==> config.mk <==
export PLATFORM = sky130hd
export DESIGN_NAME = div_ctrl
export DESIGN_NICKNAME = d
export VERILOG_FILES = /design/src/rtl/div_ctrl_pkg.sv /design/src/rtl/div_core.sv /design/src/rtl/div_ctrl.sv
export SDC_FILE = /design/constraint.sdc
export NUM_CORES = 1
export LEC_CHECK = 0
export ABC_CLOCK_PERIOD_IN_PS = 8300
export CAP_MARGIN = 0
export CORE_ASPECT_RATIO = 1.25
export CORE_MARGIN = 2
export CORE_UTILIZATION = 55
export DETAILED_ROUTE_END_ITERATION = 6
export DONT_BUFFER_PORTS = 1
export PLACE_DENSITY = 0.66
export SYNTH_ARGS = -nofsm -noshare
export SYNTH_HDL_FRONTEND = slang
export SYNTH_SLANG_ARGS = --single-unit
==> constraint.sdc <==
create_clock -name clk -period 8.3 [get_ports clk]
set_input_delay 0.83 -clock clk [delete_from_list [all_inputs] [get_ports clk]]
set_output_delay 0.83 -clock clk [all_outputs]
set_load 0.02 [all_outputs]
==> src/rtl/div_ctrl_pkg.sv <==
// Shared opcode defines, FSM state encoding and payload types for the EX-stage divider.
package div_ctrl_pkg;

    localparam int unsigned DATA_W = 32;
    localparam int unsigned OP_W   = 8;
    localparam int unsigned CNT_W  = 5;

    localparam logic [OP_W-1:0] EXE_DIV_OP  = 8'b0001_1010;
    localparam logic [OP_W-1:0] EXE_DIVU_OP = 8'b0001_1011;

    typedef enum logic [1:0] {
        IDLE = 2'b00,
        BUSY = 2'b01,
        DONE = 2'b10
    } div_state_e;

    typedef struct packed {
        logic [DATA_W-1:0] rem;
        logic [DATA_W-1:0] quo;
    } div_result_t;

    function automatic logic is_div_op(input logic [OP_W-1:0] op);
        return (op == EXE_DIV_OP) || (op == EXE_DIVU_OP);
    endfunction

endpackage

==> src/rtl/div_core.sv <==
// Restoring radix-2 divider: one quotient bit per cycle on operand magnitudes,
// sign-corrected result presented combinationally alongside the final step.
module div_core
    import div_ctrl_pkg::*;
(
    input  logic              clk,
    input  logic              rst,
    input  logic              start,
    input  logic              cancel,
    input  logic [DATA_W-1:0] a,
    input  logic [DATA_W-1:0] b,
    input  logic              sign,
    output div_result_t       result,
    output logic              ready
);

    logic              busy;
    logic [CNT_W-1:0]  cnt;
    logic [DATA_W-1:0] rem_q;
    logic [DATA_W-1:0] quo_q;
    logic [DATA_W-1:0] dvs_q;
    logic              neg_q;
    logic              neg_r;

    logic [DATA_W-1:0] mag_a;
    logic [DATA_W-1:0] mag_b;
    logic [DATA_W:0]   shifted;
    logic [DATA_W:0]   diff;
    logic              qbit;
    logic [DATA_W-1:0] rem_n;
    logic [DATA_W-1:0] quo_n;

    // Operand magnitudes and one restoring step of the partial remainder.
    always_comb begin
        mag_a   = (sign && a[DATA_W-1]) ? DATA_W'(-a) : a;
        mag_b   = (sign && b[DATA_W-1]) ? DATA_W'(-b) : b;
        shifted = {rem_q, quo_q[DATA_W-1]};
        diff    = shifted - {1'b0, dvs_q};
        qbit    = ~diff[DATA_W];
        rem_n   = qbit ? diff[DATA_W-1:0] : shifted[DATA_W-1:0];
        quo_n   = {quo_q[DATA_W-2:0], qbit};
        ready   = busy && (cnt == CNT_W'(DATA_W - 1));
        result.quo = neg_q ? DATA_W'(-quo_n) : quo_n;
        result.rem = neg_r ? DATA_W'(-rem_n) : rem_n;
    end

    // Iteration registers; cnt wraps back to zero after the last step.
    always_ff @(posedge clk) begin
        if (rst) begin
            busy  <= 1'b0;
            cnt   <= '0;
            rem_q <= '0;
            quo_q <= '0;
            dvs_q <= '0;
            neg_q <= 1'b0;
            neg_r <= 1'b0;
        end else if (cancel) begin
            busy <= 1'b0;
            cnt  <= '0;
        end else if (start) begin
            busy  <= 1'b1;
            cnt   <= '0;
            rem_q <= '0;
            quo_q <= mag_a;
            dvs_q <= mag_b;
            neg_q <= sign & (a[DATA_W-1] ^ b[DATA_W-1]);
            neg_r <= sign & a[DATA_W-1];
        end else if (busy) begin
            rem_q <= rem_n;
            quo_q <= quo_n;
            cnt   <= cnt + CNT_W'(1);
            if (ready) begin
                busy <= 1'b0;
            end
        end
    end

endmodule

==> src/rtl/div_ctrl.sv <==
// EX-stage divide controller: sequences div_core, stalls the pipeline while
// busy, and issues a single HI/LO write once the downstream stage can accept it.
module div_ctrl
    import div_ctrl_pkg::*;
(
    input  logic                clk,
    input  logic                rst,
    input  logic                flush,
    input  logic                hold,
    input  logic [DATA_W-1:0]   a,
    input  logic [DATA_W-1:0]   b,
    input  logic [OP_W-1:0]     op,
    output logic [2*DATA_W-1:0] div_result,
    output logic                divstall,
    output logic                hilo_we
);

    div_state_e  state;
    div_state_e  state_n;
    logic        core_start;
    logic        core_cancel;
    logic        core_ready;
    div_result_t core_result;
    logic        load_zero;
    logic        load_core;

    div_core u_core (
        .clk    (clk),
        .rst    (rst),
        .start  (core_start),
        .cancel (core_cancel),
        .a      (a),
        .b      (b),
        .sign   (op == EXE_DIV_OP),
        .result (core_result),
        .ready  (core_ready)
    );

    // State register.
    always_ff @(posedge clk) begin
        if (rst) begin
            state <= IDLE;
        end else begin
            state <= state_n;
        end
    end

    // Next state, stall/write-enable and datapath control; flush then reset override.
    always_comb begin
        state_n     = state;
        divstall    = 1'b0;
        hilo_we     = 1'b0;
        core_start  = 1'b0;
        core_cancel = 1'b0;
        load_zero   = 1'b0;
        load_core   = 1'b0;

        case (state)
            IDLE: begin
                if (is_div_op(op)) begin
                    divstall = 1'b1;
                    if (b == '0) begin
                        load_zero = 1'b1;
                        state_n   = DONE;
                    end else begin
                        core_start = 1'b1;
                        state_n    = BUSY;
                    end
                end
            end
            BUSY: begin
                divstall = 1'b1;
                if (core_ready) begin
                    load_core = 1'b1;
                    state_n   = DONE;
                end
            end
            DONE: begin
                if (!hold) begin
                    hilo_we = 1'b1;
                    state_n = IDLE;
                end
            end
            default: begin
                state_n = IDLE;
            end
        endcase

        if (flush || rst) begin
            divstall    = 1'b0;
            hilo_we     = 1'b0;
            core_start  = 1'b0;
            core_cancel = 1'b1;
            load_zero   = 1'b0;
            load_core   = 1'b0;
            state_n     = IDLE;
        end
    end

    // Result register: divide-by-zero pattern or the corrected core result.
    always_ff @(posedge clk) begin
        if (rst) begin
            div_result <= '0;
        end else if (load_zero) begin
            div_result <= {a, {DATA_W{1'b1}}};
        end else if (load_core) begin
            div_result <= {core_result.rem, core_result.quo};
        end
    end

endmodule
======== Yosys cells after proc, flatten, opt, wreduce, memory -nomap -nowiden ========
Index checks and enable logic that the tools add are counted.
storage, ports and cells
  register bits ........................... 170
  output and inout port bits .............. 66
operators by class
  add/subtract/negate cells ............... 6
  multiplexer cells ....................... 37
  equality and inequality tests ........... 8
  reductions and logical operators ........ 15
  bitwise gates (word level) .............. 5
operator list
  operator               number
  $mux W32               9
  $mux W64               2
  $neg A32 Y32           4
  $sub A33 B32 Y33       1
  $logic_not A32 Y1      1
  $mux W1                20
  $eq A8 B5 Y1 const B   2
  $mux W2                4
  $ne A2 B2 Y1 const B   3
  $pmux W2 S3            1
  $add A5 B1 Y5 const B  1
  $eq A5 B5 Y1 const B   1
  $reduce_and A2 Y1      2
  $reduce_bool A2 Y1     2
  $reduce_or A2 Y1       2
  $logic_and A1 B1 Y1    3
  $reduce_and A3 Y1      1
  $reduce_or A3 Y1       1
  $and A1 B1 Y1          2
  $eq A2 B1 Y1 const B   1
  $eq A2 B2 Y1 const B   1
  $logic_not A2 Y1       1
  $logic_or A1 B1 Y1     2
  $not A1 Y1             2
  other kinds (2)        2

======== Depth between registers and ports, before layout ========
Gate-level depths: netlist of the first run.
  word-level depth ........................ 7
  gate-level depth with buffers ........... 27

======== Hierarchy ========
Synthesis of the first run repeated with hierarchy kept, for this count alone.
unflattened totals
  cell total of the unflattened synthesis .. 1678
  area total of the unflattened synthesis .. 12572.1 um^2
by module, submodules not included
  module    cells an instance  sequential area each (um^2)  area each (um^2)  instances
  div_core  1286               2082.0                       9276.4            1
  div_ctrl  392                1321.3                       3295.7            1

======== Least setup slack after synthesis of the first run ========
OpenSTA, ideal clock, no wires.
  path type ............................... flip-flop to flip-flop
  start ................................... register u_core.quo_q[31]
  end ..................................... register div_result[60]
  stages on the path, launching flop included .. 27
  setup slack ............................. 2.915 ns
  path buffers ............................ 4
  data arrival time ....................... 5.299 ns
  cell sequence ........................... dfxtp_1 -> inv_1 -> ha_1 -> fa_1 -> nand2b_1 -> a211oi_2 -> o21ai_2 -> o311ai_4 -> a41oi_2 -> xnor2_2 -> inv_2 -> clkbuf_1 -> buf_2 -> buf_2 -> buf_1 -> nor2_1 -> a21oi_1 -> ha_1 -> and4b_1 -> nand2_1 -> or3_1 -> nor4_1 -> a21oi_1 -> nand3b_1 -> o21ai_0 -> xor2_1 -> a211oi_1
on the way
  cells in the longest elaborated chain, start to end .. 6
RTL lines
  what                    line             RTL
  start, declared         div_core.sv:20   logic [DATA_W-1:0] quo_q;
  start signal, assigned  div_core.sv:64   quo_q <= mag_a;
  start signal, assigned  div_core.sv:70   quo_q <= quo_n;
  $sub A33 B32 Y33        div_core.sv:38   diff = shifted - {1'b0, dvs_q};
  $mux W32 *              div_core.sv:40   rem_n = qbit ? diff[DATA_W-1:0] : shifted[DATA_W-1:0];
  $neg A32 Y32            div_core.sv:44   result.rem = neg_r ? DATA_W'(-rem_n) : rem_n;
  $mux W32 *              div_core.sv:44
  $mux W64 *              div_ctrl.sv:106  end else if (load_core) begin
  $mux W64 *              div_ctrl.sv:104  end else if (load_zero) begin
  end signal, assigned    div_ctrl.sv:105  div_result <= {a, {DATA_W{1'b1}}};
  end signal, assigned    div_ctrl.sv:107  div_result <= {core_result.rem, core_result.quo};
  end, declared           div_ctrl.sv:13   output logic [2*DATA_W-1:0] div_result,
Mark *: on every way between the ends. The rest lies on a longest branch, timed or not. The select of a mux whose other input is x is not followed.
A chain may end at the register's enable or synchronous reset.

======== Worst setup path after layout of the first run ========
Ends and elaborated chain as after synthesis.

==> flow_metrics.env, run 1 <==
export IMPL_status="finished, final reports clean"
export IMPL_setup_ws_ns=2.345
export IMPL_critPathArrivalTime_ns=6.31
export IMPL_r2r_slack_ns=2.35
export IMPL_endpoint_kind="flop"
export IMPL_fmax_ghz=0.1679
export IMPL_nets=1519
export IMPL_wl_per_cell_microns=18.48
export IMPL_grt_antenna_before_repair=0
export IMPL_path_max_fanout=63
export IMPL_post_cts_resized=0
export IMPL_cts_sinks=170
export IMPL_h_tree_depth=4
export IMPL_layout_min_cycle_time_ns=5.955
export IMPL_syn_inst=1469
export IMPL_tightest_slew_ns=1.054
export IMPL_synthArstFlopShare=0
export IMPL_cts_tree="yes"
export IMPL_ys_seq_elements=170
export IMPL_design_area_sq_um=11910
export IMPL_rsz0062_at_grt="false"
export IMPL_path_clk_slew_ns=0.07
export IMPL_final_cell_count_no_fill=1687
export IMPL_port_buffer_count=0
export IMPL_fin_crit_sh=0.7175
export IMPL_initial_core_util=0.5613
export IMPL_power_per_cell_area_nw_per_um2=144.1
export IMPL_holdBufCountCts=0
export IMPL_rr_startpoint="u_core.quo_q[31]$_SDFFE_PP0P_"
export IMPL_syn_area_sq_um=11280
export IMPL_grt_pass1_vias=9599
export IMPL_setup_viol=0
export IMPL_syn_num_nets=1584
export IMPL_cts_inserted_buffers=17
export IMPL_ir_worst_vdd_mv=0.1476
export IMPL_cp_start_kind="flop"
export IMPL_grt_pass1_wl_mm=49.40
export IMPL_startpoint="u_core.quo_q[31]$_SDFFE_PP0P_"
export IMPL_dpl_cell_area_sq_um=11350
export IMPL_viasPerCell=6.168
export IMPL_crit_type="reg2reg"
export IMPL_dp_cells=1655
export IMPL_track_usage=0.2806
export IMPL_min_path_type="reg2reg"
export IMPL_p_leak_uw=0.004528
export IMPL_skew_ns=0.009599
export IMPL_yosys_area_top_type="dfxtp_1"
export IMPL_die_h_microns=164.1
export IMPL_synth_xor_area_frac=0.1132
export IMPL_mostFrequentLayoutCell="nor2_1"
export IMPL_maxCapViolCount=0
export IMPL_place_gp_congestion=0.9356
export IMPL_synth_ff_type="dfxtp_1"
export IMPL_post_cts_buffers=0
export IMPL_rows=58
export IMPL_crit_required_ns=8.66
export IMPL_synth_top_area_share=0.3016
export IMPL_overflow=0
export IMPL_whs_endpoint="u_core.dvs_q[31]$_SDFFE_PP0P_"
export IMPL_synth_edf_count=0
export IMPL_diodes=0
export IMPL_avgSynthCellArea_sq_um=7.681
export IMPL_die_area_sq_um=21680
export IMPL_synth_fa_ha_area_frac=0.04391
export IMPL_finalWirelength_mm=31.18
export IMPL_pre_cts_slack_ns=2.474
export IMPL_ctsLongestPathBuffers=2
export IMPL_setup_tns_ns=0
export IMPL_final_cell_mix="nor2_1 (218), dfxtp_1 (170), nand2_1 (138)"
export IMPL_synth_top_family_by_area="compound AO/OA/AOI/OAI gates"
export IMPL_coreArea_sq_um=20100
export IMPL_yosys_area_share_simple=0.2150
export IMPL_muxShareOfSynthArea=0.01453
export IMPL_clk_latency_ns=0.44
export IMPL_synthDistinctLibCells=75
export IMPL_yosys_top_cells_area="dfxtp_1 (30%), nor2_1 (7.3%), xor2_1 (6.3%)"
export IMPL_r2r_worst_path_cells=25
export IMPL_die_width_microns=132.1
export IMPL_p_total_uw=1716
export IMPL_dp_hpwl_mm=22.71
export IMPL_vias=10410
export IMPL_drive_above_1_share=0.05152
export IMPL_ys_warn_count=0
export IMPL_grt_max_degree=166
export IMPL_max_slew_margin_rel=0.2951
export IMPL_first_pass_iters=6
export IMPL_antenna_left=0
export IMPL_finalHoldViolCount=0
export IMPL_maxSlewViolCount=0
export IMPL_ys_seq_area_frac=0.3016
export IMPL_route_detailed_drc=0
export IMPL_drt_first_iter_violations=727
export IMPL_root_buffer="clkbuf_16"
export IMPL_area_delta_synth_final_pct=5.578
export IMPL_num_io_pins=142
export IMPL_hp_start="u_core.dvs_q[31]$_SDFFE_PP0P_"
export IMPL_hold_depth=2
export IMPL_r2r_end="div_result[60]$_SDFFE_PP0P_"
export IMPL_synth_compound_area_frac=0.2588
## cell families after synthesis
| family | count (synthesis) |
|---|---|
| simple gates | 533 |
| compound gates | 414 |
| flops | 170 |
| buf+inv | 152 |
| xor+xnor | 145 |
| fa+ha+maj | 39 |
| mux | 16 |
## routing by layer
| metal | up-vias | routed length, microns | GRT usage |
|---|---|---|---|
| met1 | 4818 | 13660 | 0.3516 |
| met2 | 339 | 15100 | 0.4957 |
| li1 | 5204 | - | - |
| met5 | - | 0 | 0 |
| met4 | 0 | 617 | 0.08696 |
| met3 | 44 | 1792 | 0.04383 |
## worst max path at each step
stage | end | slack [ns]
floorplan | div_result[60]$_SDFFE_PP0P_ | 2.92
global placement | div_result[60]$_SDFFE_PP0P_ | 2.68
detailed placement | div_result[60]$_SDFFE_PP0P_ | 2.47
CTS | div_result[60]$_SDFFE_PP0P_ | 2.41
global route | div_result[60]$_SDFFE_PP0P_ | 1.82
finish | div_result[60]$_SDFFE_PP0P_ | 2.35
## area by class of cell
type                    instances  area [sq um]
clock buffers                  18         429.2
clock inverters                14         136.4
fillers                      1946          8189
inverters                      57         214.0
multi-input cells            1147          7310
flip-flops and latches        170          3403
well taps                     270         337.8
repair buffers                 11         82.58
## power by group
group / internal [uW] / leakage, uW / switching, uW / total [uW]
clock: 420 / 0.000274 / 363 / 782
combinational: 45.5 / 0.00289 / 72.5 / 118
sequential: 816 / 0.00137 / 0.499 / 816
total: 1280 / 0.00453 / 436 / 1720
## cell usage after synthesis (6+ instances only)
cell / count
a21oi_1: 99
o22ai_1: 11
or2_2: 9
a222oi_1: 26
nand3_1: 20
dfxtp_1: 170
a21o_1: 13
nor2_1: 220
and3_1: 10
a221oi_1: 18
nor4_1: 10
ha_1: 38
a31oi_1: 6
buf_1: 7
clkbuf_1: 77
nand2_1: 138
nor2b_1: 9
nand4_1: 8
a211oi_1: 41
a22oi_1: 24
and2_1: 7
o31ai_1: 39
buf_2: 9
o21ai_0: 61
mux2i_1: 13
nand2b_1: 8
or3_1: 13
o21a_1: 7
or4_1: 11
a2111oi_0: 22
o41ai_1: 10
inv_1: 56
xor2_1: 81
xnor2_1: 63
nor3_1: 50
## worst max-delay path: stages (launching register included)
cell	delay, ns
dfxtp_1	0.36
inv_1	0.07
ha_1	0.23
fa_1	0.43
nand2b_1	0.19
a211oi_2	0.28
o21ai_2	0.16
o311ai_4	0.35
a41oi_2	0.20
xnor2_2	0.16
buf_4	0.25
inv_2	0.07
buf_4	0.48
nor2_1	0.08
a21oi_1	0.25
ha_1	0.26
nand2_1	0.07
nor3_1	0.16
nand4_1	0.19
nor2_1	0.14
nor4b_1	0.40
a21oi_1	0.28
nand3b_1	0.27
o21ai_0	0.22
xor2_1	0.09
a211oi_1	0.23
## state kept, by name, summed over array words and instances (netlist names)
| signal | count |
|---|---|
| div_result | 64 |
| state | 2 |
| u_core.busy | 1 |
| u_core.cnt | 5 |
| u_core.dvs_q | 32 |
| u_core.neg_q | 1 |
| u_core.neg_r | 1 |
| u_core.quo_q | 32 |
| u_core.rem_q | 32 |
## stage by stage
step | utilization | hold WS, ns
finish | 0.5926 | 0.4642
global route | 0.5926 | 0.4525
CTS | 0.5926 | 0.4564
detailed placement | 0.5645 | 0.4531
global placement | 0.5645 | 0.4346
floorplan | - | 0.4319
No activity file was read; power rests on OpenSTA's default activity.
==> run 2: changes to the inputs <==
--- a/config.mk
+++ b/config.mk
@@ -5,14 +5,14 @@
 export SDC_FILE = /design/constraint.sdc
 export NUM_CORES = 1
 export LEC_CHECK = 0
-export ABC_CLOCK_PERIOD_IN_PS = 8300
+export ABC_CLOCK_PERIOD_IN_PS = 5380
 export CAP_MARGIN = 0
 export CORE_ASPECT_RATIO = 1.25
 export CORE_MARGIN = 2
 export CORE_UTILIZATION = 55
 export DETAILED_ROUTE_END_ITERATION = 6
 export DONT_BUFFER_PORTS = 1
-export PLACE_DENSITY = 0.66
+export PLACE_DENSITY = 0.69
 export SYNTH_ARGS = -nofsm -noshare
 export SYNTH_HDL_FRONTEND = slang
 export SYNTH_SLANG_ARGS = --single-unit
==> constraint.sdc (replaced) <==
create_clock -name clk -period 5.38 [get_ports clk]
set_input_delay 0.538 -clock clk [delete_from_list [all_inputs] [get_ports clk]]
set_output_delay 0.538 -clock clk [all_outputs]
set_load 0.02 [all_outputs]
==> flow_metrics.env, run 2 (synthesis results as in run 1) <==
export IMPL_fillers=1859
export IMPL_route_detailed_drc=0
export IMPL_viasPerCell=6.143
export IMPL_vias=10460
export IMPL_p_int_uw=2035
export IMPL_coreArea_sq_um=20100
export IMPL_skew_ns=0.01294
export IMPL_final_cell_mix="nor2_1 (218), dfxtp_1 (169), nand2_1 (138)"
export IMPL_overflow=0
export IMPL_setup_ws_ns=0.3084
export IMPL_wl_per_cell_microns=18.25
export IMPL_first_pass_iters=6
export IMPL_clk_latency_ns=0.45
export IMPL_setup_viol=0
export IMPL_h_tree_depth=4
export IMPL_power_frac_seq=0.464
export IMPL_pre_cts_slack_ns=0.1951
export IMPL_initial_core_util=0.5613
export IMPL_track_usage=0.2804
export IMPL_nets=1535
export IMPL_crit_required_ns=5.75
export IMPL_grt_antenna_before_repair=0
export IMPL_num_io_pins=142
export IMPL_grt_pass1_vias=9594
export IMPL_cts_inserted_buffers=17
export IMPL_cp_start_kind="flop"
export IMPL_clock_power_share=0.461
export IMPL_layout_min_cycle_time_ns=5.072
export IMPL_p_total_uw=2715
export IMPL_area_delta_synth_final_pct=7.518
export IMPL_swShare=0.2503
export IMPL_critPathArrivalTime_ns=5.45
export IMPL_p_comb_frac=0.075
export IMPL_fin_crit_sh=0.9427
export IMPL_root_buffer="clkbuf_16"
export IMPL_dp_hpwl_mm=22.59
export IMPL_maxSlewViolCount=0
export IMPL_max_slew_margin_rel=0.3278
export IMPL_die_width_microns=132.1
export IMPL_cts_sinks=170
export IMPL_port_buffer_count=0
export IMPL_drt_first_iter_violations=892
export IMPL_min_path_type="in2reg"
export IMPL_ctsLongestPathBuffers=2
export IMPL_rows=58
export IMPL_tightest_slew_ns=1.007
export IMPL_largest_reg_flops=64
export IMPL_fmax_ghz=0.1972
export IMPL_ir_worst_vdd_mv=0.2314
export IMPL_crit_type="reg2reg"
export IMPL_mostFrequentLayoutCell="nor2_1"
export IMPL_grt_pass1_wl_mm=49.30
export IMPL_place_gp_congestion=0.9190
export IMPL_endpoint_kind="flop"
export IMPL_diodes=0
export IMPL_regMostFlops="div_result"
export IMPL_hold_slack_ns=0.1845
export IMPL_grt_max_degree=166
export IMPL_path_clk_slew_ns=0.08
export IMPL_antenna_left=0
export IMPL_power_per_cell_area_nw_per_um2=223.8
export IMPL_power_switching_uw=679.5
export IMPL_die_area_sq_um=21680
export IMPL_finalWirelength_mm=31.06
export IMPL_finalHoldViolCount=0
export IMPL_maxCapViolCount=0
export IMPL_cts_tree="yes"
export IMPL_status="finished, final reports clean"
export IMPL_drive_above_1_share=0.06774
export IMPL_path_max_fanout=6
export IMPL_die_h_microns=164.1
export IMPL_p_leak_uw=0.004645
-- run 2: worst max-delay path, stage by stage (launching register included) --
cell and delay (ns):
dfxtp_2 0.37, inv_1 0.06, ha_1 0.22, fa_1 0.41
nand2b_1 0.19, a211oi_2 0.32, o21ai_2 0.14, o311ai_4 0.35
a41oi_2 0.19, xnor2_2 0.31, clkinv_4 0.15, a21oi_4 0.20
ha_2 0.22, and4b_1 0.25, nand2_1 0.06, or3_1 0.40
nor4_2 0.27, a21oi_4 0.10, nand3b_1 0.25, buf_4 0.18
nor3_1 0.16, nor2_1 0.06, o2bb2ai_1 0.13
-- run 2: routing by layer --
metal	vias to the layer above	wire, microns	GRT usage
li1	5241	-	-
met3	55	1747	0.04568
met1	4806	13620	0.3547
met4	0	785	0.09239
met5	-	0	0
met2	354	14900	0.4870
-- run 2: path summary, 6_finish.rpt --
kind,from,end,slack (ns),depth (start not counted)
hold / removal,rst,u_core.quo_q[28]$_SDFFE_PP0P_,0.18,1
setup / recovery,u_core.quo_q[31]$_SDFFE_PP0P_,div_result[56]$_SDFFE_PP0P_,0.31,22
hold reg to reg,u_core.dvs_q[0]$_SDFFE_PP0P_,u_core.dvs_q[0]$_SDFFE_PP0P_,0.46,2
setup reg to reg,u_core.quo_q[31]$_SDFFE_PP0P_,div_result[56]$_SDFFE_PP0P_,0.31,22
-- run 2: cell type report --
| cell class | instances | area (sq um) | share of cell area |
|---|---|---|---|
| Sequential cell | 170 | 3405 | 0.2806 |
| Clock inverter | 14 | 160.2 | 0.01320 |
| Timing Repair Buffer | 26 | 207.7 | 0.01712 |
| Clock buffer | 17 | 425.4 | 0.03507 |
| Tap cell | 270 | 337.8 | 0.02785 |
| Multi-Input combinational cell | 1147 | 7372 | 0.6077 |
| Inverter | 57 | 219.0 | 0.01805 |
| Timing Repair inverter | 1 | 5.005 | 0.0004125 |
-- run 2: power by group through the flow --
stage               registers, uW  clock network [uW]  logic (uW)
CTS                          1260                1270         181
finish                       1260                1250         204
floorplan                    1290                   0         166
detailed placement           1290                   0         180
global route                 1260                1310         222
global placement             1290                   0         179
-- run 2: per-stage QoR --
stage	instances	instance area [sq um]	TNS, ns	utilization
2_1_floorplan	1469	11280	0	-
3_3_place_gp	1662	11410	0	0.5677
3_5_place_dp	1662	11410	0	0.5677
4_1_cts	1693	12000	0	0.5969
5_1_grt	1702	12130	-0.08921	0.6035
6_report	1702	12130	0	0.6035
-- run 2: what timing repair did --
action	in CTS	in global routing
setup endpoints to repair	0	8
setup buffers	0	8
hold buffers	0	0
resized for setup	0	16
==> run 3: changes to the inputs <==
--- a/config.mk
+++ b/config.mk
@@ -12,7 +12,8 @@
 export CORE_UTILIZATION = 55
 export DETAILED_ROUTE_END_ITERATION = 6
 export DONT_BUFFER_PORTS = 1
-export PLACE_DENSITY = 0.69
+export GPL_ROUTABILITY_DRIVEN = 0
+export PLACE_DENSITY = 0.83
 export SYNTH_ARGS = -nofsm -noshare
 export SYNTH_HDL_FRONTEND = slang
 export SYNTH_SLANG_ARGS = --single-unit
==> flow_metrics.env, run 3 (synthesis results as in run 1) <==
export IMPL_grt_pass1_wl_mm=50.31
export IMPL_endpoint_kind="flop"
export IMPL_power_switching_uw=659.9
export IMPL_antenna_left=0
export IMPL_design_area_sq_um=12080
export IMPL_port_buffer_count=0
export IMPL_initial_core_util=0.5613
export IMPL_p_leak_uw=0.004618
export IMPL_cts_tree="yes"
export IMPL_p_int_uw=2178
export IMPL_swShare=0.2325
export IMPL_drt_first_iter_violations=996
export IMPL_setup_viol=0
export IMPL_final_cell_mix="nor2_1 (218), dfxtp_1 (170), nand2_1 (138)"
export IMPL_cpPeakStageDelay_ns=0.41
export IMPL_crit_required_ns=5.67
export IMPL_route_detailed_drc=1
export IMPL_fillers=1761
export IMPL_maxSlewViolCount=0
export IMPL_drive_above_1_share=0.05696
export IMPL_grt_pass1_vias=10090
export IMPL_max_slew_margin_rel=0.2643
export IMPL_cp_cell_sequence="inv_1 -> ha_1 -> fa_1 -> nand2b_1 -> a211oi_4 -> o21ai_2 -> o311ai_4 -> a41oi_2 -> xnor2_2 -> inv_4 -> nor2_1 -> a21oi_1 -> ha_1 -> and4b_1 -> nand2_1 -> or3_1 -> nor4_2 -> a21oi_2 -> nand3b_1 -> o21ai_0 -> xor2_1 -> a211oi_1"
export IMPL_rsz0062_at_grt="false"
export IMPL_cp_start_kind="flop"
export IMPL_hold_slack_ns=0.1696
export IMPL_vias=10870
export IMPL_num_io_pins=142
export IMPL_clk_latency_ns=0.45
export IMPL_power_per_cell_area_nw_per_um2=234.9
export IMPL_coreArea_sq_um=20100
export IMPL_largest_reg_flops=64
export IMPL_tightest_slew_ns=1.102
export IMPL_violations="DRC"
export IMPL_overflow=0
export IMPL_root_buffer="clkbuf_16"
export IMPL_finalHoldViolCount=0
export IMPL_power_frac_seq=0.444
export IMPL_diodes=0
export IMPL_ctsLongestPathBuffers=2
export IMPL_mostFrequentLayoutCell="nor2_1"
export IMPL_track_usage=0.2853
export IMPL_ir_worst_vdd_mv=0.2501
export IMPL_post_cts_resized=0
export IMPL_cp_common_cell="ha_1"
export IMPL_fmax_ghz=0.1989
export IMPL_post_cts_buffers=0
export IMPL_grt_max_degree=166
export IMPL_clock_power_share=0.489
export IMPL_multi_input_area_sq_um=7346
export IMPL_cts_inserted_buffers=17
export IMPL_status="complete, but fails checks"
export IMPL_maxCapViolCount=0
export IMPL_critPathSlowestCell="fa_1"
export IMPL_first_pass_iters=7
export IMPL_pre_cts_slack_ns=0.1865
export IMPL_layout_min_cycle_time_ns=5.028
export IMPL_min_path_type="in2reg"
export IMPL_dp_hpwl_mm=22.39
export IMPL_skew_ns=0.01153
export IMPL_setup_tns_ns=0
export IMPL_viasPerCell=6.426
export IMPL_cts_sinks=170
export IMPL_grt_antenna_before_repair=0
export IMPL_regMostFlops="div_result"
export IMPL_rows=58
export IMPL_holdBufCountCts=0
export IMPL_nets=1524
export IMPL_die_h_microns=164.1
export IMPL_h_tree_depth=4
export IMPL_area_delta_synth_final_pct=7.063
export IMPL_fin_crit_sh=0.9346
export IMPL_worst_path_buf_inv=2
export IMPL_wl_per_cell_microns=18.78
export IMPL_p_comb_frac=0.067
export IMPL_crit_family="compound AO/OA/AOI/OAI gates"
export IMPL_path_max_fanout=18
export IMPL_dpl_cell_area_sq_um=11380
export IMPL_path_clk_slew_ns=0.07
export IMPL_critPathArrivalTime_ns=5.31
export IMPL_die_area_sq_um=21680
export IMPL_setup_ws_ns=0.3518
export IMPL_die_width_microns=132.1
export IMPL_finalWirelength_mm=31.77
export IMPL_crit_type="reg2reg"
export IMPL_seq_area_sq_um=3403
run 3: area by class of cell:
type,count,share of cell area
Tap cell,270,0.02796
Timing Repair Buffer,16,0.009943
Clock buffer,20,0.03698
Inverter,57,0.01792
Clock inverter,12,0.01740
Sequential cell,170,0.2817
Multi-Input combinational cell,1147,0.6081
run 3: power by group through the flow:
stage	Clock [uW]	Combinational, uW	Sequential, uW
after floorplan	0	166	1290
after global placement	0	175	1290
after detailed placement	0	178	1290
after CTS	1380	180	1260
after global routing	1440	207	1260
final	1390	190	1260
run 3: per-stage QoR:
step | std cells | util | power, uW
final | 1692 | 0.6010 | 2838
after detailed placement | 1660 | 0.5664 | 1466
after global placement | 1660 | 0.5664 | 1463
after CTS | 1692 | 0.5990 | 2823
after floorplan | 1469 | - | 1454
after global routing | 1692 | 0.6010 | 2908
run 3: per-layer routing:
metal,routed length [microns],share of wire,GRT usage
met5,0,0,0
met4,1462,0.046,0.1467
met3,2595,0.082,0.05185
met2,14830,0.47,0.4822
met1,12880,0.41,0.3481
run 3: path summary, 6_finish.rpt:
| kind | startpoint | end | slack (ns) | depth (start not counted) |
|---|---|---|---|---|
| max | u_core.quo_q[31]$_SDFFE_PP0P_ | div_result[60]$_SDFFE_PP0P_ | 0.35 | 22 |
| min | rst | div_result[18]$_SDFFE_PP0P_ | 0.17 | 1 |
| max reg2reg | u_core.quo_q[31]$_SDFFE_PP0P_ | div_result[60]$_SDFFE_PP0P_ | 0.35 | 22 |
| min reg2reg | u_core.dvs_q[26]$_SDFFE_PP0P_ | u_core.dvs_q[26]$_SDFFE_PP0P_ | 0.45 | 2 |
run 3: worst register-to-register path, delay by kind of cell, from the launching register on:
kind                       cells  cell delay [ns]
DFF                            1             0.37
and+or+nand+nor                7             1.43
buffers and inverters          2             0.23
xor gates and xnor gates       2             0.37
AOI/OAI and AO/OA              8             1.61
adders and majority gates      3             0.88
